[src/rtl/ram32x4_rr_arbiter.sv]
// Round-robin arbiter sharing one single-port 32x4 synchronous RAM between two req/gnt ports.
// Optional power-up clear of the RAM is compiled in with RAM32X4_ARB_CLEAR_EN.
//
// state   | meaning
// --------+-------------------------------------------------------------
// S_IDLE  | waiting for a request; arbitrates and latches the command
// S_ISSUE | command on the RAM bus, gnt pulse to the winner
// S_RWAIT | RAM read data settling; captured into rdata at cycle end
// S_CLEAR | (optional) zeroing every RAM word after reset, one per cycle
module ram32x4_rr_arbiter #(
   parameter int ADDR_W = 5,
   parameter int DATA_W = 4
) (
   input  logic              clock_i,
   input  logic              reset_i,
   input  logic              req0_i,
   input  logic              we0_i,
   input  logic [ADDR_W-1:0] addr0_i,
   input  logic [DATA_W-1:0] wdata0_i,
   output logic              gnt0_o,
   output logic              rvalid0_o,
   output logic [DATA_W-1:0] rdata0_o,
   input  logic              req1_i,
   input  logic              we1_i,
   input  logic [ADDR_W-1:0] addr1_i,
   input  logic [DATA_W-1:0] wdata1_i,
   output logic              gnt1_o,
   output logic              rvalid1_o,
   output logic [DATA_W-1:0] rdata1_o,
   output logic              ram_write_o,
   output logic [ADDR_W-1:0] ram_address_o,
   output logic [DATA_W-1:0] ram_data_in_o,
   input  logic [DATA_W-1:0] ram_data_out_i,
   output logic              busy_o
);

   localparam logic [1:0] S_IDLE  = 2'd0;
   localparam logic [1:0] S_ISSUE = 2'd1;
   localparam logic [1:0] S_RWAIT = 2'd2;
`ifdef RAM32X4_ARB_CLEAR_EN
   localparam logic [1:0] S_CLEAR = 2'd3;
`endif

   logic [1:0]        state_q, state_d;
   logic              last_q, last_d;
   logic              port_q, port_d;
   logic              we_q, we_d;
   logic              ram_write_q, ram_write_d;
   logic [ADDR_W-1:0] ram_address_q, ram_address_d;
   logic [DATA_W-1:0] ram_data_in_q, ram_data_in_d;
   logic              gnt0_q, gnt0_d;
   logic              gnt1_q, gnt1_d;
   logic              rvalid0_q, rvalid0_d;
   logic              rvalid1_q, rvalid1_d;
   logic [DATA_W-1:0] rdata0_q, rdata0_d;
   logic [DATA_W-1:0] rdata1_q, rdata1_d;
   logic              win;
`ifdef RAM32X4_ARB_CLEAR_EN
   logic              clr_pend_q, clr_pend_d;
   logic [ADDR_W-1:0] clr_cnt_q, clr_cnt_d;
`endif

   // on a tie the port that was not served last wins
   assign win = (req0_i && req1_i) ? ~last_q : req1_i;

   always_comb begin
      state_d       = state_q;
      last_d        = last_q;
      port_d        = port_q;
      we_d          = we_q;
      ram_write_d   = 1'b0;
      ram_address_d = ram_address_q;
      ram_data_in_d = ram_data_in_q;
      gnt0_d        = 1'b0;
      gnt1_d        = 1'b0;
      rvalid0_d     = 1'b0;
      rvalid1_d     = 1'b0;
      rdata0_d      = rdata0_q;
      rdata1_d      = rdata1_q;
`ifdef RAM32X4_ARB_CLEAR_EN
      clr_pend_d    = clr_pend_q;
      clr_cnt_d     = clr_cnt_q;
`endif
      case (state_q)
         S_IDLE: begin
`ifdef RAM32X4_ARB_CLEAR_EN
            if (clr_pend_q) begin
               state_d       = S_CLEAR;
               clr_pend_d    = 1'b0;
               clr_cnt_d     = '0;
               ram_write_d   = 1'b1;
               ram_address_d = '0;
               ram_data_in_d = '0;
            end else
`endif
            if (req0_i || req1_i) begin
               state_d       = S_ISSUE;
               last_d        = win;
               port_d        = win;
               we_d          = win ? we1_i : we0_i;
               ram_write_d   = win ? we1_i : we0_i;
               ram_address_d = win ? addr1_i : addr0_i;
               ram_data_in_d = win ? wdata1_i : wdata0_i;
               gnt0_d        = ~win;
               gnt1_d        = win;
            end
         end
         S_ISSUE: begin
            state_d = we_q ? S_IDLE : S_RWAIT;
         end
         S_RWAIT: begin
            state_d = S_IDLE;
            if (port_q) begin
               rdata1_d  = ram_data_out_i;
               rvalid1_d = 1'b1;
            end else begin
               rdata0_d  = ram_data_out_i;
               rvalid0_d = 1'b1;
            end
         end
`ifdef RAM32X4_ARB_CLEAR_EN
         S_CLEAR: begin
            if (clr_cnt_q == {ADDR_W{1'b1}}) begin
               state_d = S_IDLE;
            end else begin
               clr_cnt_d     = clr_cnt_q + 1'b1;
               ram_address_d = clr_cnt_q + 1'b1;
               ram_write_d   = 1'b1;
            end
         end
`endif
         default: begin
            state_d = S_IDLE;
         end
      endcase
   end

   always_ff @(posedge clock_i or posedge reset_i) begin
      if (reset_i) begin
         state_q       <= S_IDLE;
         last_q        <= 1'b1;
         port_q        <= 1'b0;
         we_q          <= 1'b0;
         ram_write_q   <= 1'b0;
         ram_address_q <= '0;
         ram_data_in_q <= '0;
         gnt0_q        <= 1'b0;
         gnt1_q        <= 1'b0;
         rvalid0_q     <= 1'b0;
         rvalid1_q     <= 1'b0;
         rdata0_q      <= '0;
         rdata1_q      <= '0;
`ifdef RAM32X4_ARB_CLEAR_EN
         clr_pend_q    <= 1'b1;
         clr_cnt_q     <= '0;
`endif
      end else begin
         state_q       <= state_d;
         last_q        <= last_d;
         port_q        <= port_d;
         we_q          <= we_d;
         ram_write_q   <= ram_write_d;
         ram_address_q <= ram_address_d;
         ram_data_in_q <= ram_data_in_d;
         gnt0_q        <= gnt0_d;
         gnt1_q        <= gnt1_d;
         rvalid0_q     <= rvalid0_d;
         rvalid1_q     <= rvalid1_d;
         rdata0_q      <= rdata0_d;
         rdata1_q      <= rdata1_d;
`ifdef RAM32X4_ARB_CLEAR_EN
         clr_pend_q    <= clr_pend_d;
         clr_cnt_q     <= clr_cnt_d;
`endif
      end
   end

   assign gnt0_o        = gnt0_q;
   assign gnt1_o        = gnt1_q;
   assign rvalid0_o     = rvalid0_q;
   assign rvalid1_o     = rvalid1_q;
   assign rdata0_o      = rdata0_q;
   assign rdata1_o      = rdata1_q;
   assign ram_write_o   = ram_write_q;
   assign ram_address_o = ram_address_q;
   assign ram_data_in_o = ram_data_in_q;
   assign busy_o        = (state_q != S_IDLE);

endmodule

[config.mk]
export PLATFORM = sky130hd
export DESIGN_NAME = ram32x4_rr_arbiter
export DESIGN_NICKNAME = d
export VERILOG_FILES = /design/src/rtl/ram32x4_rr_arbiter.sv
export SDC_FILE = /design/constraint.sdc
export NUM_CORES = 1
export LEC_CHECK = 0
export BUFFER_PORTS_ARGS = -buffer_cell sky130_fd_sc_hd__buf_4
export CORE_MARGIN = 10
export CORE_UTILIZATION = 48
export CTS_CLUSTER_SIZE = 40
export DETAILED_ROUTE_END_ITERATION = 16
export GPL_TIMING_DRIVEN = 0
export PLACE_DENSITY = 0.8
export SYNTH_ARGS = -nofsm -noshare
export SYNTH_HDL_FRONTEND = slang
export SYNTH_SLANG_ARGS = --single-unit
[constraint.sdc]
create_clock -name clock_i -period 2.86 [get_ports clock_i]
set_input_delay 0.286 -clock clock_i [delete_from_list [all_inputs] [get_ports clock_i]]
set_output_delay 0.286 -clock clock_i [all_outputs]
set_load 0.03 [all_outputs]
### Word-level counts from Yosys, hierarchy flattened

Cells that the tools add are included.

* register bits: 27
* bits in latches: 0
* RAM bits: 0
* bits in read-only memories: 0
* input port bits: 28
* output and inout bits: 23
* word-level logic and storage cells: 43
* memories kept: 0

* $add $sub $neg: 0
* multiply operators: 0
* div/mod/pow operators: 0
* $lt $le $gt $ge: 0
* equal/unequal tests: 3
* shift operators: 0
* multiplexer cells: 17
* bitwise gates (word level): 3
* reductions and logical operators: 7

Operator list (number)
* $mux W1: 12
* $reduce_and A2 Y1: 3
* $mux W5: 1
* $mux W2: 2
* $mux W4: 1
* $pmux W2 S2: 1
* $not A1 Y1: 3
* $eq A2 B1 Y1 const B: 1
* $eq A2 B2 Y1 const B: 1
* $logic_not A2 Y1: 1
* $ne A2 B2 Y1 const B: 1
* $reduce_bool A2 Y1: 1
* $logic_and A1 B1 Y1: 1
* $logic_or A1 B1 Y1: 1

### Depth between registers and ports, before layout

* word-level depth: 5
* gate-level depth with buffers: 5
* depth with buffers taken out: 4

### Worst setup path before layout

Ideal clock, no wire load.

* path type: register to register
* start: reg state_q[0]
* end: reg we_q
* arrival: 1.176 ns
* data required time: 2.773 ns
* setup slack: 1.598 ns
* stages on the path, launching flop included: 5
* cells stage by stage: dfrtp_1 nor2_1 inv_1 a211o_1 o211ai_1

* cells in the longest elaborated chain, start to end: 2

RTL lines
* start, declared: RTL line 44 `logic [1:0] state_q, state_d;`
* start signal, assigned: RTL line 158 `state_q <= state_d;`
* $logic_not A2 Y1: RTL line 84 `case (state_q)`
* $reduce_and A2 Y1 (no source line)
* end signal, assigned: RTL line 161 `we_q <= we_d;`
* end, declared: RTL line 47 `logic we_q, we_d;`

No other way between the ends.
A chain may end at the register's enable or synchronous reset.

### Worst setup path after layout

* start: reg state_q[1]
* end: out busy_o

* cells in the longest elaborated chain, start to end: 1

RTL lines
* $reduce_bool A2 Y1: RTL line 187 `assign busy_o = (state_q != S_IDLE);`
* end, declared: RTL line 34 `output logic busy_o`

No other way between the ends.

==> impl_metrics.py <==
metrics = {
    "logic_synthesis": {
        "yosysWarnings": 0,
        "avgSynthCellArea_um2": 12.1,
        "yosysSeqAreaShare_pct": 61.5,
        "synthArstFlopShare_pct": 100,
        "synth_area_leaders": "dfrtp_1 (59%), mux2_2 (8.2%), nand2_1 (5.1%), a31oi_1 (3.4%), a21oi_1 (2.7%)",
        "synth_area_leader_cell": "dfrtp_1",
        "ys_types": 25,
        "synthCells": 91,
        "syn-cell-area_mm2": 0.00110,
        "synth_nets": 119,
        "yosys_most_used_dff": "dfrtp_1",
        "ys_ff_latch": 27,
        "synth_top_cell_area_share_pct": 59.1,
        "synth_edf_count": 0,
    },
    "detailed_routing": {
        "vias": 890,
        "drtAntennaViolNets": 0,
        "route.detailed.drc": 0,
        "routed_wl_um": 2690,
        "vias_per_cell": 5.14,
        "dr.pass1.iters": 4,
        "post_drt_wl_per_cell_um": 15.6,
        "drtIter0Drc": 10,
    },
    "clock_tree": {
        "ctsHtreeMaxLevel": 1,
        "cts_tree": "done",
        "cts_num_sinks": 27,
        "cts_hold_buf": 0,
        "clkSlewWorstSetupHoldPaths_ps": 140,
        "cts_buffers": 3,
        "clockBufferDepth": 2,
        "post_cts_buffers": 0,
        "root_buffer": "clkbuf_4",
        "cts_resized": 0,
        "clk_latency_ps": 330,
    },
    "power_and_ir_drop": {
        "ir_drop_v": 0.000840,
        "powerDensity_mw_per_mm2": 1190,
        "p_leak_nw": 0.789,
    },
    "setup_path": {
        "endpoint_kind": "primary output",
        "worstSetupPathType": "flop to primary output",
        "r2r_start": "state_q[1]",
        "cp.buffers_inverters": 2,
        "required_ps": 2570,
        "rr_endpoint": "ram_address_o[4]",
        "max_stage_delay_ps": 440,
        "path_max_fanout": 4,
        "critical_path.top_delay_family": "flip-flops",
        "r2r_setup_slack_ps": 1530,
        "start_kind": "flop",
        "r2r_cells": 3,
        "cp_slowest_cell": "dfrtp_1",
        "arrival_ps": 1300,
        "cp_cell_sequence": "nor2_1 -> inv_1 -> buf_4",
    },
    "min_path": {
        "hold_class": "primary input to async pin",
    },
    "timing": {
        "rsz0062_at_grt": "no",
        "final.setup.tns_ps": 0,
        "fin_crit_sh_pct": 55.5,
        "fin_ws_ps": 1270,
        "hold_violations": 0,
        "fin_crit_ps": 1590,
        "drv_slew": 0,
        "tightest_slew_ps": 962,
        "max_slew_margin_pct": 35.8,
        "setup_viol": 0,
        "finalClockSkew_ps": 9.37,
        "timing.fmax_mhz": 630,
    },
    "place": {
        "io_buffers": 50,
        "pre_cts_ws_ps": 1470,
        "hpwl_um": 2170,
        "gp_congestion": 0.701,
    },
    "floorplanning": {
        "num_io_pins": 51,
        "chipWidth_um": 67.9,
        "dieHeight_um": 67.9,
        "start_util_pct": 50.3,
        "fp.coreArea_mm2": 0.00219,
        "die_area_mm2": 0.00461,
        "core.rowCount": 17,
    },
    "finish": {
        "multi_input_area_um2": 372,
        "fill_cells": 161,
        "final_cell_mix": "buf_4 (51), dfrtp_1 (26), nand2_1 (15)",
        "final_common_cell": "buf_4",
        "layout.nets": 174,
        "area_delta_synth_final_pct": 39.8,
        "n_antenna_cell": 0,
        "register_area_um2": 677,
        "drive_above_1_share_pct": 49.0,
    },
    "global_routing": {
        "overflow": 0,
        "grt_antenna_before_repair": 0,
        "grt_max_degree": 28,
        "grt_pass1_wl_um": 4260,
        "first_global_vias": 1005,
        "grt_util_all_layers_pct": 11.8,
    },
    "outcome": {
        "status": "finished, final reports clean",
    },
    "job": {
        "cap_violations": 0,
    },
}
-- logic make-up (layout without fill, tap and decap cells) --
logic type             count (synthesis)  after routing  synth area share [%]
buffers and inverters                  9             63                  4.77
DFF                                   27             27                  61.5
AOI/OAI and AO/OA                     21             21                  13.5
and+or+nand+nor                       26             26                  12.0
muxes                                  8              8                  8.18
-- cell type report --
type | count | area share (%)
Buffer | 3 | 1.95
Clock inverter | 1 | 0.325
Tap cell | 28 | 2.28
Timing Repair Buffer | 50 | 24.4
Multi-Input combinational cell | 55 | 24.1
Sequential cell | 27 | 44.0
Clock buffer | 3 | 1.46
Inverter | 6 | 1.46
-- power by group --
part,total (mW),leakage (nW),internal [mW],switching (mW)
clock,0.162,0.0177,0.0525,0.109
combinational,1.00,0.446,0.405,0.595
sequential,0.671,0.325,0.568,0.103
total,1.83,0.789,1.03,0.808
-- per-layer routing --
| metal | global-route usage, % | routed length [um] | up-vias |
|---|---|---|---|
| met5 | 0 | 0 | - |
| met4 | 3.77 | 30 | 0 |
| met3 | 5.06 | 351 | 5 |
| met2 | 21.8 | 1300 | 40 |
| met1 | 11.6 | 1010 | 419 |
| li1 | - | - | 426 |
-- flip-flops by register name (all words and copies together), names as in the netlist --
name,count
ram_data_in_o,4
gnt1_o,1
state_q,2
we_q,1
rvalid1_o,1
rvalid0_o,1
rdata1_o,4
gnt0_o,1
ram_write_o,1
last_q,1
rdata0_o,4
port_q,1
ram_address_o,5
-- how the worst max path moves through the flow --
stage	start	endpoint	slack, ps	depth (start not counted)
after floorplan	state_q[0]	we_q	1600	4
after detailed placement	req1_i	ram_address_o[4]	1470	5
after CTS	state_q[1]	busy_o	1270	3
final	state_q[1]	busy_o	1270	3
after global routing	state_q[1]	busy_o	1130	3
after global placement	req1_i	ram_address_o[4]	1480	5
-- Yosys cell counts (2+ instances only) --
cell type	instances
a221o_1	3
nand2_1	15
buf_6	2
dfrtp_1	26
a21oi_1	6
nor2_1	2
mux2_2	8
a31oi_1	6
and3_1	3
inv_1	5
-- per-stage QoR --
stage	power, mW	cells	instance area, um^2	util, %	hold slack, ps
3_5_place_dp	1.69	169	1510	69.0	435
6_report	1.83	173	1540	70.2	163
3_3_place_gp	1.66	169	1510	69.0	424
4_1_cts	1.85	173	1540	70.2	178
2_1_floorplan	1.31	91	1100	-	338
5_1_grt	1.94	173	1540	70.2	164
(Power assumes the default switching activity.)
